**src/rtl/dma_bus_pkg.sv**
```systemverilog
// rtl/dma_bus_pkg.sv - shared states, size defaults and word-select helper for the DMA bus arbiter
package dma_bus_pkg;

   localparam int WORD_SIZE_DEF   = 16;
   localparam int BURST_WORDS_DEF = 4;

   typedef enum logic [2:0] {
      IDLE,
      DRAIN,
      GRANTED,
      WRITE,
      RELEASE
   } arb_state_t;

   // Bit offset of word idx inside a packed block; word 0 sits in the low bits.
   function automatic int word_lsb(input int idx, input int word_size);
      return idx * word_size;
   endfunction

endpackage

```
**src/rtl/dma_burst_writer.sv**
```systemverilog
// rtl/dma_burst_writer.sv - latches one DMA block and streams it word by word onto the memory write port
module dma_burst_writer
   import dma_bus_pkg::*;
#(
   parameter int WORD_SIZE   = WORD_SIZE_DEF,
   parameter int BURST_WORDS = BURST_WORDS_DEF
) (
   input  logic                          CLK,
   input  logic                          RST,
   input  logic                          start,
   input  logic [WORD_SIZE-1:0]          blk_addr,
   input  logic [BURST_WORDS*WORD_SIZE-1:0] blk_data,
   input  logic                          mem_ready,
   output logic                          mem_write,
   output logic [WORD_SIZE-1:0]          mem_addr,
   output logic [WORD_SIZE-1:0]          mem_wdata,
   output logic                          last_accept,
   output logic                          done
);

   localparam int IW = (BURST_WORDS > 1) ? $clog2(BURST_WORDS) : 1;
   localparam logic [IW-1:0] LAST_IDX = IW'(BURST_WORDS - 1);

   logic [WORD_SIZE-1:0]             base;
   logic [BURST_WORDS*WORD_SIZE-1:0] blk;
   logic [IW-1:0]                    idx;
   logic [IW-1:0]                    idx_nxt;

   assign idx_nxt     = idx + 1'b1;
   assign last_accept = mem_write && mem_ready && (idx == LAST_IDX);

   // mem_write doubles as the busy flag; a low mem_ready leaves address and data untouched.
   always_ff @(posedge CLK or posedge RST) begin
      if (RST) begin
         base      <= '0;
         blk       <= '0;
         idx       <= '0;
         mem_write <= 1'b0;
         mem_addr  <= '0;
         mem_wdata <= '0;
         done      <= 1'b0;
      end else begin
         done <= 1'b0;
         if (start) begin
            base      <= blk_addr;
            blk       <= blk_data;
            idx       <= '0;
            mem_write <= 1'b1;
            mem_addr  <= blk_addr;
            mem_wdata <= blk_data[word_lsb(0, WORD_SIZE) +: WORD_SIZE];
         end else if (mem_write && mem_ready) begin
            if (idx == LAST_IDX) begin
               mem_write <= 1'b0;
               done      <= 1'b1;
            end else begin
               idx       <= idx_nxt;
               mem_addr  <= base + WORD_SIZE'(idx_nxt);
               mem_wdata <= blk[word_lsb(int'(idx_nxt), WORD_SIZE) +: WORD_SIZE];
            end
         end
      end
   end

endmodule

```
**src/rtl/dma_bus_arbiter.sv**
```systemverilog
// rtl/dma_bus_arbiter.sv - BR/BG arbiter between CPU and DMA with burst serializer
// Optional grant-cycle limit with forced release when ARB_GRANT_TIMEOUT_EN is defined.
module dma_bus_arbiter
   import dma_bus_pkg::*;
#(
   parameter int WORD_SIZE   = WORD_SIZE_DEF,
   parameter int BURST_WORDS = BURST_WORDS_DEF,
   parameter int MAX_GRANT   = 64
) (
   input  logic                             CLK,
   input  logic                             RST,
   input  logic                             BR,
   output logic                             BG,
   input  logic                             cpu_busy,
   output logic                             cpu_hold,
   input  logic                             dma_wr_valid,
   input  logic [WORD_SIZE-1:0]             dma_addr,
   input  logic [BURST_WORDS*WORD_SIZE-1:0] dma_data,
   output logic                             dma_wr_ack,
   output logic                             mem_sel,
   output logic                             mem_write,
   output logic [WORD_SIZE-1:0]             mem_addr,
   output logic [WORD_SIZE-1:0]             mem_wdata,
   input  logic                             mem_ready,
   output logic                             grant_timeout
);

   arb_state_t state;
   logic       timeout_hit;
   logic       br_low_needed;
   logic       wr_start;
   logic       wr_last;

   assign wr_start = (state == GRANTED) && dma_wr_valid && !timeout_hit;

   dma_burst_writer #(
      .WORD_SIZE   (WORD_SIZE),
      .BURST_WORDS (BURST_WORDS)
   ) u_writer (
      .CLK         (CLK),
      .RST         (RST),
      .start       (wr_start),
      .blk_addr    (dma_addr),
      .blk_data    (dma_data),
      .mem_ready   (mem_ready),
      .mem_write   (mem_write),
      .mem_addr    (mem_addr),
      .mem_wdata   (mem_wdata),
      .last_accept (wr_last),
      .done        (dma_wr_ack)
   );

   always_ff @(posedge CLK or posedge RST) begin
      if (RST) begin
         state    <= IDLE;
         BG       <= 1'b0;
         cpu_hold <= 1'b0;
         mem_sel  <= 1'b0;
      end else begin
         case (state)
            IDLE: begin
               if (BR && !br_low_needed) begin
                  state    <= DRAIN;
                  cpu_hold <= 1'b1;
               end
            end
            DRAIN: begin
               if (!BR) begin
                  state <= RELEASE;
               end else if (!cpu_busy) begin
                  state   <= GRANTED;
                  BG      <= 1'b1;
                  mem_sel <= 1'b1;
               end
            end
            GRANTED: begin
               // A pending block beats a dropped BR; only the grant limit overrides it.
               if (timeout_hit) begin
                  state   <= RELEASE;
                  BG      <= 1'b0;
                  mem_sel <= 1'b0;
               end else if (dma_wr_valid) begin
                  state <= WRITE;
               end else if (!BR) begin
                  state   <= RELEASE;
                  BG      <= 1'b0;
                  mem_sel <= 1'b0;
               end
            end
            WRITE: begin
               if (wr_last) begin
                  state <= GRANTED;
               end
            end
            RELEASE: begin
               state    <= IDLE;
               cpu_hold <= 1'b0;
            end
            default: begin
               state    <= IDLE;
               BG       <= 1'b0;
               cpu_hold <= 1'b0;
               mem_sel  <= 1'b0;
            end
         endcase
      end
   end

`ifdef ARB_GRANT_TIMEOUT_EN
   localparam int CW = $clog2(MAX_GRANT + 1);
   localparam logic [CW-1:0] GRANT_LAST = CW'(MAX_GRANT - 1);

   logic [CW-1:0] grant_cnt;

   assign timeout_hit = (state == GRANTED) && (grant_cnt >= GRANT_LAST);

   // Counter saturates at the limit so a burst that overruns it releases on its return to GRANTED.
   always_ff @(posedge CLK or posedge RST) begin
      if (RST) begin
         grant_cnt     <= '0;
         grant_timeout <= 1'b0;
         br_low_needed <= 1'b0;
      end else begin
         if (state == DRAIN) begin
            grant_cnt <= '0;
         end else if (((state == GRANTED) || (state == WRITE)) && (grant_cnt < GRANT_LAST)) begin
            grant_cnt <= grant_cnt + 1'b1;
         end
         if (timeout_hit) begin
            grant_timeout <= 1'b1;
            br_low_needed <= 1'b1;
         end else if (!BR) begin
            br_low_needed <= 1'b0;
         end
      end
   end
`else
   logic unused_max_grant;

   assign unused_max_grant = ^MAX_GRANT;
   assign timeout_hit      = 1'b0;
   assign br_low_needed    = 1'b0;
   assign grant_timeout    = 1'b0;
`endif

endmodule
```
**config.mk**
```make
export PLATFORM = sky130hd
export DESIGN_NAME = dma_bus_arbiter
export DESIGN_NICKNAME = d
export VERILOG_FILES = /design/src/rtl/dma_bus_pkg.sv /design/src/rtl/dma_burst_writer.sv /design/src/rtl/dma_bus_arbiter.sv
export SDC_FILE = /design/constraint.sdc
export NUM_CORES = 1
export LEC_CHECK = 0
export BUFFER_PORTS_ARGS = -buffer_cell sky130_fd_sc_hd__buf_2
export CORE_ASPECT_RATIO = 0.7
export CORE_MARGIN = 4
export CORE_UTILIZATION = 45
export CTS_CLUSTER_DIAMETER = 100
export DETAILED_ROUTE_END_ITERATION = 8
export PLACE_DENSITY = 0.73
export SKIP_LAST_GASP = 1
export SYNTH_ARGS = -nofsm -noshare
export SYNTH_HDL_FRONTEND = slang
export SYNTH_SLANG_ARGS = --single-unit
```
**constraint.sdc**
```tcl
create_clock -name CLK -period 9.7 [get_ports CLK]
set_input_delay 1.455 -clock CLK [delete_from_list [all_inputs] [get_ports CLK]]
set_output_delay 1.455 -clock CLK [all_outputs]
set_load 0.02 [all_outputs]
```
==> results of run 1 <==
[state kept, by name, summed over array words and instances (netlist names)]
register,flops
cpu_hold,1
mem_sel,1
state,3
u_writer.base,16
u_writer.blk,64
u_writer.done,1
u_writer.idx,2
u_writer.mem_addr,16
u_writer.mem_wdata,16
u_writer.mem_write,1
[report_power, final]
part	switching (mW)	internal [mW]	total (mW)
sequential	0.184	0.738	0.921
clock	0.216	0.402	0.618
combinational	0.474	0.370	0.844
[path summary, 6_finish.rpt]
check | from | to | cells past startpoint
max reg2reg | u_writer.idx[0] | u_writer.mem_addr[15] | 5
max in group asynchronous | RST | u_writer.mem_addr[11] | 3
min reg2reg | u_writer.blk[34] | u_writer.blk[34] | 2
min in group asynchronous | RST | u_writer.blk[29] | 2
min | u_writer.blk[34] | u_writer.blk[34] | 2
max | u_writer.idx[0] | u_writer.mem_addr[15] | 5
[layout make-up]
class / count / share of cell area (%)
inverters: 5 / 0.316
clock inverters: 9 / 1.41
clock buffers: 23 / 7.25
flip-flops and latches: 121 / 45.0
repair buffers: 126 / 9.51
well taps: 157 / 2.92
multi-input cells: 404 / 33.6
[cells by family (layout without fill, tap and decap cells)]
group,count (synthesis),after routing
and+or+nand+nor,302,302
muxes,38,38
other,1,1
xor gates and xnor gates,8,8
AOI/OAI and AO/OA,51,51
DFF,121,121
buffers and inverters,38,163
adders and majority gates,4,4
[cells in the final DEF, fill, tap and decap left out, types with 2 or more instances in the layout]
| cell | n |
|---|---|
| clkbuf_8 | 4 |
| nand2_1 | 254 |
| dfrtp_1 | 121 |
| xnor2_1 | 8 |
| clkinv_2 | 7 |
| nand3_2 | 2 |
| a21oi_1 | 8 |
| nand3_1 | 8 |
| nor3_1 | 11 |
| buf_2 | 122 |
| nor4_1 | 5 |
| mux2i_1 | 22 |
| ha_1 | 3 |
| mux4_2 | 16 |
| and3_1 | 3 |
| clkbuf_16 | 17 |
| nor2b_1 | 2 |
| o21ai_0 | 29 |
| buf_4 | 4 |
| nand4_1 | 2 |
| clkbuf_1 | 2 |
| o211ai_1 | 6 |
| nor2_1 | 10 |
| bufinv_16 | 2 |
| inv_1 | 4 |
[layer usage]
metal  up-vias  wire length (um)  share of wire [%]
met5         -                 0                  0
met4         0               256                1.9
li1       2095                 -                  -
met3        21               845                6.3
met1      2156              6010                 45
met2       157              6230                 47
[worst min-delay path: stages, from the launching register on]
cell and delay (ps):
dfrtp_1 330, nand2_1 50, nand2_1 50
==> flow_summary.json, run 1 <==
{
  "core_sq_um": 11800,
  "yosysUniqueCellTypes": 37,
  "avgSynthCellArea_sq_um": 9.66,
  "powerDensity_nw_per_um2": 354,
  "gp_congestion": 0.852,
  "worstSkewPairLatency_ps": 410,
  "ff_latch_area_sq_um": 3030,
  "ctsResizeCount": 0,
  "required_ps": 9990,
  "ir_worst_vdd_mv": 0.162,
  "clock_sinks": 121,
  "grt_pass1_vias": 4572,
  "yosys-top-cells-count": "nand2_1 (254), dfrtp_1 (121), o21ai_0 (29)",
  "hold_class": "register to register",
  "fin_util_pct": 57.2,
  "syn-instance-count": 563,
  "hold-worst-slack_ps": 470,
  "track_usage_pct": 20.1,
  "cts-root-buf": "clkbuf_16",
  "synth_fa_ha_area_share_pct": 1.06,
  "drcViolationCount": 0,
  "vias": 4429,
  "yosys_register_bits": 121,
  "antenna_found_initial": 0,
  "die_w_um": 139,
  "synth_warnings": 0,
  "slowest_delay_ps": 800,
  "synth_xor_xnor_area_share_pct": 1.29,
  "cp_top_family": "simple AND/OR/NAND/NOR gates",
  "synthArstFlopShare_pct": 100,
  "ys_seq_area_share_pct": 55.7,
  "fmax_mhz": 341,
  "ant_nets": 0,
  "cts-buffers-inserted": 17,
  "path_clk_slew_ps": 60,
  "vias_per_cell": 5.24,
  "finalClockSkew_ps": 6.87,
  "yosysMostFrequentCell": "nand2_1",
  "synth_compound_area_share_pct": 5.50,
  "cp_slowest_cell": "and3b_2",
  "synthMuxAreaShare_pct": 10.7,
  "syn_nets": 653,
  "clockBufferDepth": 2,
  "nets": 765,
  "grt_max_degree": 91,
  "drive_gt1_share_pct": 26.0,
  "synth-main-ff-cell": "dfrtp_1",
  "place_ws_ps": 6370,
  "cts_tree": "yes",
  "die_y_um": 100,
  "area_growth_pct": 23.8,
  "hold_buffers": 0,
  "syn_area_sq_um": 5440,
  "grt_first_pass_wirelength_mm": 22.4,
  "rsz0062_at_grt": "false",
  "max_slew_margin_pct": 35.7,
  "placedCellCount": 813,
  "finalCritPeriodShare_pct": 30.3,
  "fin_area_sq_um": 6730,
  "use_met1_pct": 27.5,
  "die_area_sq_um": 13900,
  "crit_chain": "ha_1, and3b_2, nand2_1, a311oi_1, nor2_1",
  "crit_type": "register to register",
  "post_cts.repair.setup_buffers": 0,
  "status": "finished clean",
  "start_util_pct": 46.2,
  "slew_violations": 0,
  "numPortBuffers": 122,
  "finalSetupTns_ps": 0,
  "synth_top_family_by_area": "simple AND/OR/NAND/NOR gates",
  "antenna_cells": 0,
  "dp_hpwl_mm": 8.94,
  "crit_buf_inv": 0,
  "synth_top_cell_by_area": "dfrtp_1",
  "cp_max_fo": 28,
  "place_area_sq_um": 6150,
  "wl_per_cell_um": 15.8,
  "finalHoldViolations": 0,
  "crit_path_end_kind": "register",
  "pin_count": 124,
  "p_leak_nw": 3.44,
  "synth.area.top_cells": "dfrtp_1 (56%), nand2_1 (18%), mux4_2 (6.6%), mux2i_1 (4.0%), o21ai_0 (2.7%)",
  "routed_wl_mm": 13.3,
  "arrival_ps": 3230,
  "multi_input_area_sq_um": 2260,
  "synth_edf_count": 0,
  "setup-violations-final": 0,
  "num_rows": 33,
  "fill_cells": 1037,
  "synth_simple_gate_area_share_pct": 22.7,
  "cts_max_level": 4,
  "layout_setup_ws_ps": 6760,
  "busiest_layer": "met2",
  "critPathLaunchType": "register",
  "worstMarginPinSlew_ps": 964,
  "finalCriticalPeriod_ps": 2940,
  "rrSetupSlack_ps": 6760,
  "first_pass_iters": 5,
  "grt-ovfl-total": 0,
  "grt_use_met3_pct": 4.67,
  "max-cap-violations": 0,
  "drt_iter0_markers": 230,
  "total_power_mw": 2.38,
  "finalNonFillerCells": 845,
  "synth_top_area_share_pct": 55.7,
  "use_met2_pct": 31.4
}
No activity file was read; power rests on OpenSTA's default activity.
==> run 2, diff against run 1 <==
--- a/config.mk
+++ b/config.mk
@@ -5,13 +5,14 @@
 export SDC_FILE = /design/constraint.sdc
 export NUM_CORES = 1
 export LEC_CHECK = 0
+export ABC_AREA = 1
 export BUFFER_PORTS_ARGS = -buffer_cell sky130_fd_sc_hd__buf_2
 export CORE_ASPECT_RATIO = 0.7
 export CORE_MARGIN = 4
 export CORE_UTILIZATION = 45
 export CTS_CLUSTER_DIAMETER = 100
 export DETAILED_ROUTE_END_ITERATION = 8
-export PLACE_DENSITY = 0.73
+export PLACE_DENSITY = 0.75
 export SKIP_LAST_GASP = 1
 export SYNTH_ARGS = -nofsm -noshare
 export SYNTH_HDL_FRONTEND = slang
==> constraint.sdc (replaced) <==
create_clock -name CLK -period 2.7 [get_ports CLK]
set_input_delay 0.405 -clock CLK [delete_from_list [all_inputs] [get_ports CLK]]
set_output_delay 0.405 -clock CLK [all_outputs]
set_load 0.02 [all_outputs]
==> run 2 against run 1 <==
  * Setup slack got worse by 6200 ps
  * Fmax rose by 35%
  * Global-route usage rose by 1.0 points
  * Final area rose by 7.5%
  * Synthesized cell count rose by 38%
  * Routed wire length rose by 14%
  * Power rose to 4.2 times the previous value
==> flow_summary.json, run 2 <==
{
  "synth_top_cell_by_area": "dfrtp_1",
  "yosysMostFrequentCell": "nand2_1",
  "path_clk_slew_ps": 60,
  "pin_count": 124,
  "critPathLaunchType": "register",
  "yosys-top-cells-count": "nand2_1 (353), dfrtp_1 (121), nand3_1 (72)",
  "post_cts.repair.setup_buffers": 0,
  "arrival_ps": 2490,
  "routed_wl_mm": 15.3,
  "p_int_mw": 5.85,
  "ant_nets": 0,
  "numPortBuffers": 122,
  "crit_type": "register to register",
  "syn_area_sq_um": 5890,
  "max_slew_margin_pct": 46.8,
  "finalSetupTns_ps": 0,
  "finalNonFillerCells": 1062,
  "place_ws_ps": 546,
  "drt_iter0_markers": 354,
  "finalCritPeriodShare_pct": 80.5,
  "synth_edf_count": 0,
  "antenna_found_initial": 0,
  "die_y_um": 104,
  "combPwrFrac_pct": 42.7,
  "clkPwrFrac_pct": 24.7,
  "crit_path_end_kind": "register",
  "finalClockSkew_ps": 10.7,
  "cts_tree": "yes",
  "reg2reg_to": "u_writer.mem_wdata[9]",
  "vias_per_cell": 4.97,
  "finalCriticalPeriod_ps": 2170,
  "ys_seq_area_share_pct": 51.4,
  "powerDensity_nw_per_um2": 1380,
  "die_area_sq_um": 15000,
  "worstSkewPairLatency_ps": 410,
  "grt_max_degree": 100,
  "top_register": "u_writer.blk",
  "crit_top_cell": "nand3_1",
  "place_area_sq_um": 6590,
  "cts-root-buf": "clkbuf_16",
  "track_usage_pct": 21.1,
  "mostFrequentLayoutCells": "nand2_1 (353), buf_2 (122), dfrtp_1 (121), nand3_1 (72), nor2_1 (62)",
  "syn-instance-count": 775,
  "antenna_cells": 0,
  "dp_hpwl_mm": 10.7,
  "final_common_cell": "nand2_1",
  "ctsResizeCount": 0,
  "synth_top_area_share_pct": 51.4,
  "max-cap-violations": 0,
  "yosysUniqueCellTypes": 26,
  "cts_max_level": 4,
  "clock_sinks": 121,
  "grt_first_pass_wirelength_mm": 25.2,
  "nets": 977,
  "yosys_register_bits": 121,
  "synth_warnings": 0,
  "fin_util_pct": 57.5,
  "largest_reg_flops": 64,
  "area_growth_pct": 22.9,
  "reg2regPathDepth": 6,
  "cp_top_family": "buffers and inverters",
  "fmax_mhz": 460,
  "start_util_pct": 46.8,
  "vias": 5282,
  "wl_per_cell_um": 14.4,
  "core_sq_um": 12600,
  "first_pass_iters": 5,
  "cp_slowest_cell": "clkinv_1",
  "highest_layer": "met4",
  "p_sw_share_pct": 41.5,
  "rrSetupSlack_ps": 530,
  "met3_length_mm": 1.16,
  "crit_chain": "ha_1, buf_4, clkinv_1, nand3_1, nand3_1, a31oi_1",
  "synth-main-ff-cell": "dfrtp_1",
  "sequentialPowerShare_pct": 32.6,
  "synth.area.top_cells": "dfrtp_1 (51%), nand2_1 (22%), nand3_1 (6.1%), nor2_1 (4.0%), inv_1 (2.7%)",
  "grt_pass1_vias": 5107,
  "die_w_um": 145,
  "route.met2.wl_mm": 6.28,
  "drive_gt1_share_pct": 19.8,
  "hold_class": "input pin to async pin",
  "status": "finished clean",
  "setup-violations-final": 0,
  "reg2reg_from": "u_writer.idx[0]",
  "cts-buffers-inserted": 17,
  "p_sw_mw": 4.15,
  "worstMarginPinSlew_ps": 796,
  "crit_buf_inv": 2,
  "syn_nets": 865,
  "layout_setup_ws_ps": 527,
  "synthArstFlopShare_pct": 100,
  "hold_buffers": 0,
  "placedCellCount": 1030,
  "grt-ovfl-total": 0,
  "num_rows": 34,
  "slew_violations": 0,
  "drcViolationCount": 0,
  "finalHoldViolations": 0,
  "p_leak_nw": 3.89,
  "ir_worst_vdd_mv": 0.608,
  "cp_max_fo": 17,
  "avgSynthCellArea_sq_um": 7.60,
  "required_ps": 3020,
  "clockBufferDepth": 2,
  "slowest_delay_ps": 520,
  "fin_area_sq_um": 7240,
  "met1Wirelength_mm": 7.62,
  "rsz0062_at_grt": "false",
  "gp_congestion": 0.822
}
==> run 2: cell types whose count changed after synthesis, sizes merged, moves of 7 or more <==
cell,previous run,this run
a31oi,0,21
nor3,11,1
xnor2,8,0
buf,20,35
mux4,16,0
mux2i,22,0
inv,5,46
nand2,254,354
nor2,10,64
clkbuf,13,6
nand3,10,74
==> run 2: cells by family after synthesis <==
logic type	count (synthesis)	share of synthesized area, %
and+or+nand+nor	507	35.1
DFF	121	51.4
buffers and inverters	90	7.56
AOI/OAI and AO/OA	52	4.93
adders and majority gates	4	0.977
other	1	0.0637
==> run 2: how the worst max path moves through the flow <==
stage	startpoint	to	slack, ps	cells past startpoint
after floorplan	u_writer.idx[0]	u_writer.mem_addr[14]	670	13
after global placement	u_writer.idx[0]	u_writer.mem_wdata[8]	620	6
after detailed placement	u_writer.idx[0]	u_writer.mem_wdata[9]	550	6
after CTS	u_writer.idx[0]	u_writer.mem_wdata[6]	520	6
after global routing	u_writer.idx[0]	u_writer.mem_wdata[2]	390	6
final	u_writer.idx[0]	u_writer.mem_wdata[9]	530	6
==> run 2: per-layer routing <==
layer / track usage (%) / vias to the layer above
li1: - / 2659
met2: 28.9 / 171
met4: 6.59 / 0
met1: 32.7 / 2434
met5: 0 / -
met3: 5.34 / 18
==> run 2: worst register-to-register path, delay by kind of cell, from the launching register on <==
family | cells | cell delay (ps)
AND/OR/NAND/NOR | 2 | 370
adder cells (fa/ha/maj) | 1 | 370
flip-flops | 1 | 390
AO/OA/AOI/OAI | 1 | 180
buffers and inverters | 2 | 770
==> run 2: per-stage QoR <==
step | power, mW | hold WS, ps
2_1_floorplan | 6.37 | 449
3_3_place_gp | 7.41 | 462
3_5_place_dp | 7.51 | 465
4_1_cts | 10.0 | 154
5_1_grt | 10.8 | 184
6_report | 10.0 | 140
==> run 2: layout make-up <==
| class | instances | area (sq um) |
|---|---|---|
| Clock buffer | 21 | 450 |
| Clock inverter | 11 | 195 |
| Fill cell | 1145 | 5350 |
| Sequential cell | 121 | 3030 |
| Multi-Input combinational cell | 564 | 2420 |
| Timing Repair Buffer | 134 | 751 |
| Tap cell | 162 | 203 |
| Inverter | 49 | 188 |
==> run 2: power groups by stage <==
stage	Combinational, mW	Sequential (mW)	Clock [mW]
2_1_floorplan	2.90	3.47	0
3_3_place_gp	4.17	3.24	0
5_1_grt	4.87	3.38	2.59
3_5_place_dp	4.25	3.26	0
6_report	4.27	3.26	2.47
4_1_cts	4.29	3.25	2.49
==> run 3, diff against run 2 <==
--- a/config.mk
+++ b/config.mk
@@ -12,7 +12,7 @@
 export CORE_UTILIZATION = 45
 export CTS_CLUSTER_DIAMETER = 100
 export DETAILED_ROUTE_END_ITERATION = 8
-export PLACE_DENSITY = 0.75
+export PLACE_DENSITY = 0.73
 export SKIP_LAST_GASP = 1
 export SYNTH_ARGS = -nofsm -noshare
 export SYNTH_HDL_FRONTEND = slang
==> constraint.sdc (replaced) <==
create_clock -name CLK -period 2 [get_ports CLK]
set_input_delay 0.3 -clock CLK [delete_from_list [all_inputs] [get_ports CLK]]
set_output_delay 0.3 -clock CLK [all_outputs]
set_load 0.02 [all_outputs]
==> run 3 against run 2 <==
  * Critical path depth is 5 higher
  * Clock skew shrank 4.0 ps
  * Highest routed layer is now met5
  * Routed wire length is 1.2% lower
  * Combinational power increased by 38%
  * First-iteration DRC count up 13%
  * Clock power is 21% higher
  * Power grew 33%
  * Final cell count is the same
  * Flip-flop and latch count is the same
  * Sequential power rose by 35%
  * Register-to-register slack got worse by 340 ps
  * Critical endpoint is now u_writer.mem_addr[14]
  * Die area unchanged
==> flow_summary.json, run 3 (same netlist as run 2, synthesis figures left out) <==
{
  "worstSkewPairLatency_ps": 400,
  "die_w_um": 145,
  "antenna_found_initial": 1,
  "cp_max_fo": 5,
  "drt_iter0_markers": 399,
  "crit_path_end_kind": "register",
  "numPortBuffers": 122,
  "die_y_um": 104,
  "required_ps": 2350,
  "ir_worst_vdd_mv": 0.915,
  "fin_util_pct": 57.4,
  "vias": 5273,
  "finalHoldViolations": 0,
  "num_rows": 34,
  "area_growth_pct": 22.6,
  "finalCritPeriodShare_pct": 90.5,
  "first_pass_iters": 5,
  "cts-buffers-inserted": 17,
  "track_usage_pct": 20.8,
  "hold_class": "input pin to register",
  "crit_type": "register to register",
  "grt_pass1_vias": 4977,
  "gp_congestion": 0.858,
  "grt_first_pass_wirelength_mm": 24.8,
  "p_leak_nw": 3.88,
  "largest_reg_flops": 64,
  "grt_max_degree": 102,
  "dp_hpwl_mm": 10.4,
  "wl_per_cell_um": 14.2,
  "top_register": "u_writer.blk",
  "slew_violations": 0,
  "finalCriticalPeriod_ps": 1810,
  "clockBufferDepth": 2,
  "finalClockSkew_ps": 6.66,
  "finalSetupTns_ps": 0,
  "cts-root-buf": "clkbuf_16",
  "cts_max_level": 4,
  "fmax_mhz": 552,
  "die_area_sq_um": 15000,
  "drive_gt1_share_pct": 20.4,
  "status": "finished clean",
  "path_clk_slew_ps": 60,
  "setup-violations-final": 0,
  "clock_sinks": 121,
  "vias_per_cell": 4.97,
  "drcViolationCount": 0,
  "rsz0062_at_grt": "false",
  "antenna_cells": 0,
  "powerDensity_nw_per_um2": 1840,
  "final_common_cell": "nand2_1",
  "max-cap-violations": 0,
  "cts_tree": "yes",
  "total_power_mw": 13.3,
  "core_sq_um": 12600,
  "start_util_pct": 46.8,
  "pin_count": 124,
  "ant_nets": 0,
  "grt-ovfl-total": 0,
  "arrival_ps": 2160,
  "mostFrequentLayoutCells": "nand2_1 (352), buf_2 (122), dfrtp_1 (121), nand3_1 (72), nor2_1 (61)",
  "routed_wl_mm": 15.1,
  "nets": 979,
  "critPathLaunchType": "register"
}
-- run 3: changes by cell type in the layout (fill, tap and decap cells not counted), sizes merged --
cell / previous run / this run
dlygate4sd3: 0 / 1
clkinvlp: 4 / 3
bufinv: 5 / 2
clkinv: 6 / 7
clkbuf: 21 / 22
buf: 134 / 135
-- run 3: final cells by class --
cell class                      count  area (sq um)
Tap cell                          162           203
Clock inverter                      8          95.1
Timing Repair Buffer              136           781
Sequential cell                   121          3030
Multi-Input combinational cell    564          2440
Fill cell                        1197          5370
Clock buffer                       22           484
Inverter                           49           189
-- run 3: routing by layer --
metal | wire [um] | GRT usage [%]
met5 | 13 | 0
met3 | 1120 | 5.16
met4 | 164 | 6.13
met1 | 7650 | 33.1
met2 | 6120 | 27.6
-- run 3: worst max-delay path, cell delays in order (launching register included) --
cell      delay, ps
dfrtp_1         420
clkinv_2         70
ha_1            220
fa_2            260
nand2_2          80
nor2_2          200
nand2_1         130
nor2_1          150
nand2_1          70
nand3_1          70
nand2_1          50
inv_1            40
-- run 3: repair_timing --
action	in CTS	in global routing
endpoints found under the setup margin	0	8
resized for setup	0	4
hold buffers	1	0
buffers inserted	0	0
endpoints found under the hold margin	2	0
-- run 3: final timing paths --
path,from,end,slack [ps],depth (start not counted)
hold / removal,dma_data[41],u_writer.blk[41],90,3
setup / recovery,u_writer.idx[0],u_writer.mem_addr[14],190,11
setup reg to reg,u_writer.idx[0],u_writer.mem_addr[14],190,11
min in group asynchronous,RST,u_writer.mem_wdata[15],340,3
max in group asynchronous,RST,state[2],1060,4
hold reg to reg,u_writer.blk[19],u_writer.blk[19],470,2
-- run 3: metrics by stage --
stage / area [sq um] / hold WS [ps] / cells / setup slack [ps]
floorplan: 5890 / 410 / 775 / 39.0
global placement: 6610 / 205 / 1031 / 131
detailed placement: 6610 / 207 / 1031 / 101
CTS: 7200 / 75.5 / 1062 / 81.4
global route: 7220 / 78.8 / 1062 / 1.39
finish: 7220 / 88.8 / 1062 / 189
-- run 3: report_power, final --
part / internal (mW) / switching, mW
clock network: 1.94 / 1.05
registers: 3.66 / 0.736
logic: 2.12 / 3.79
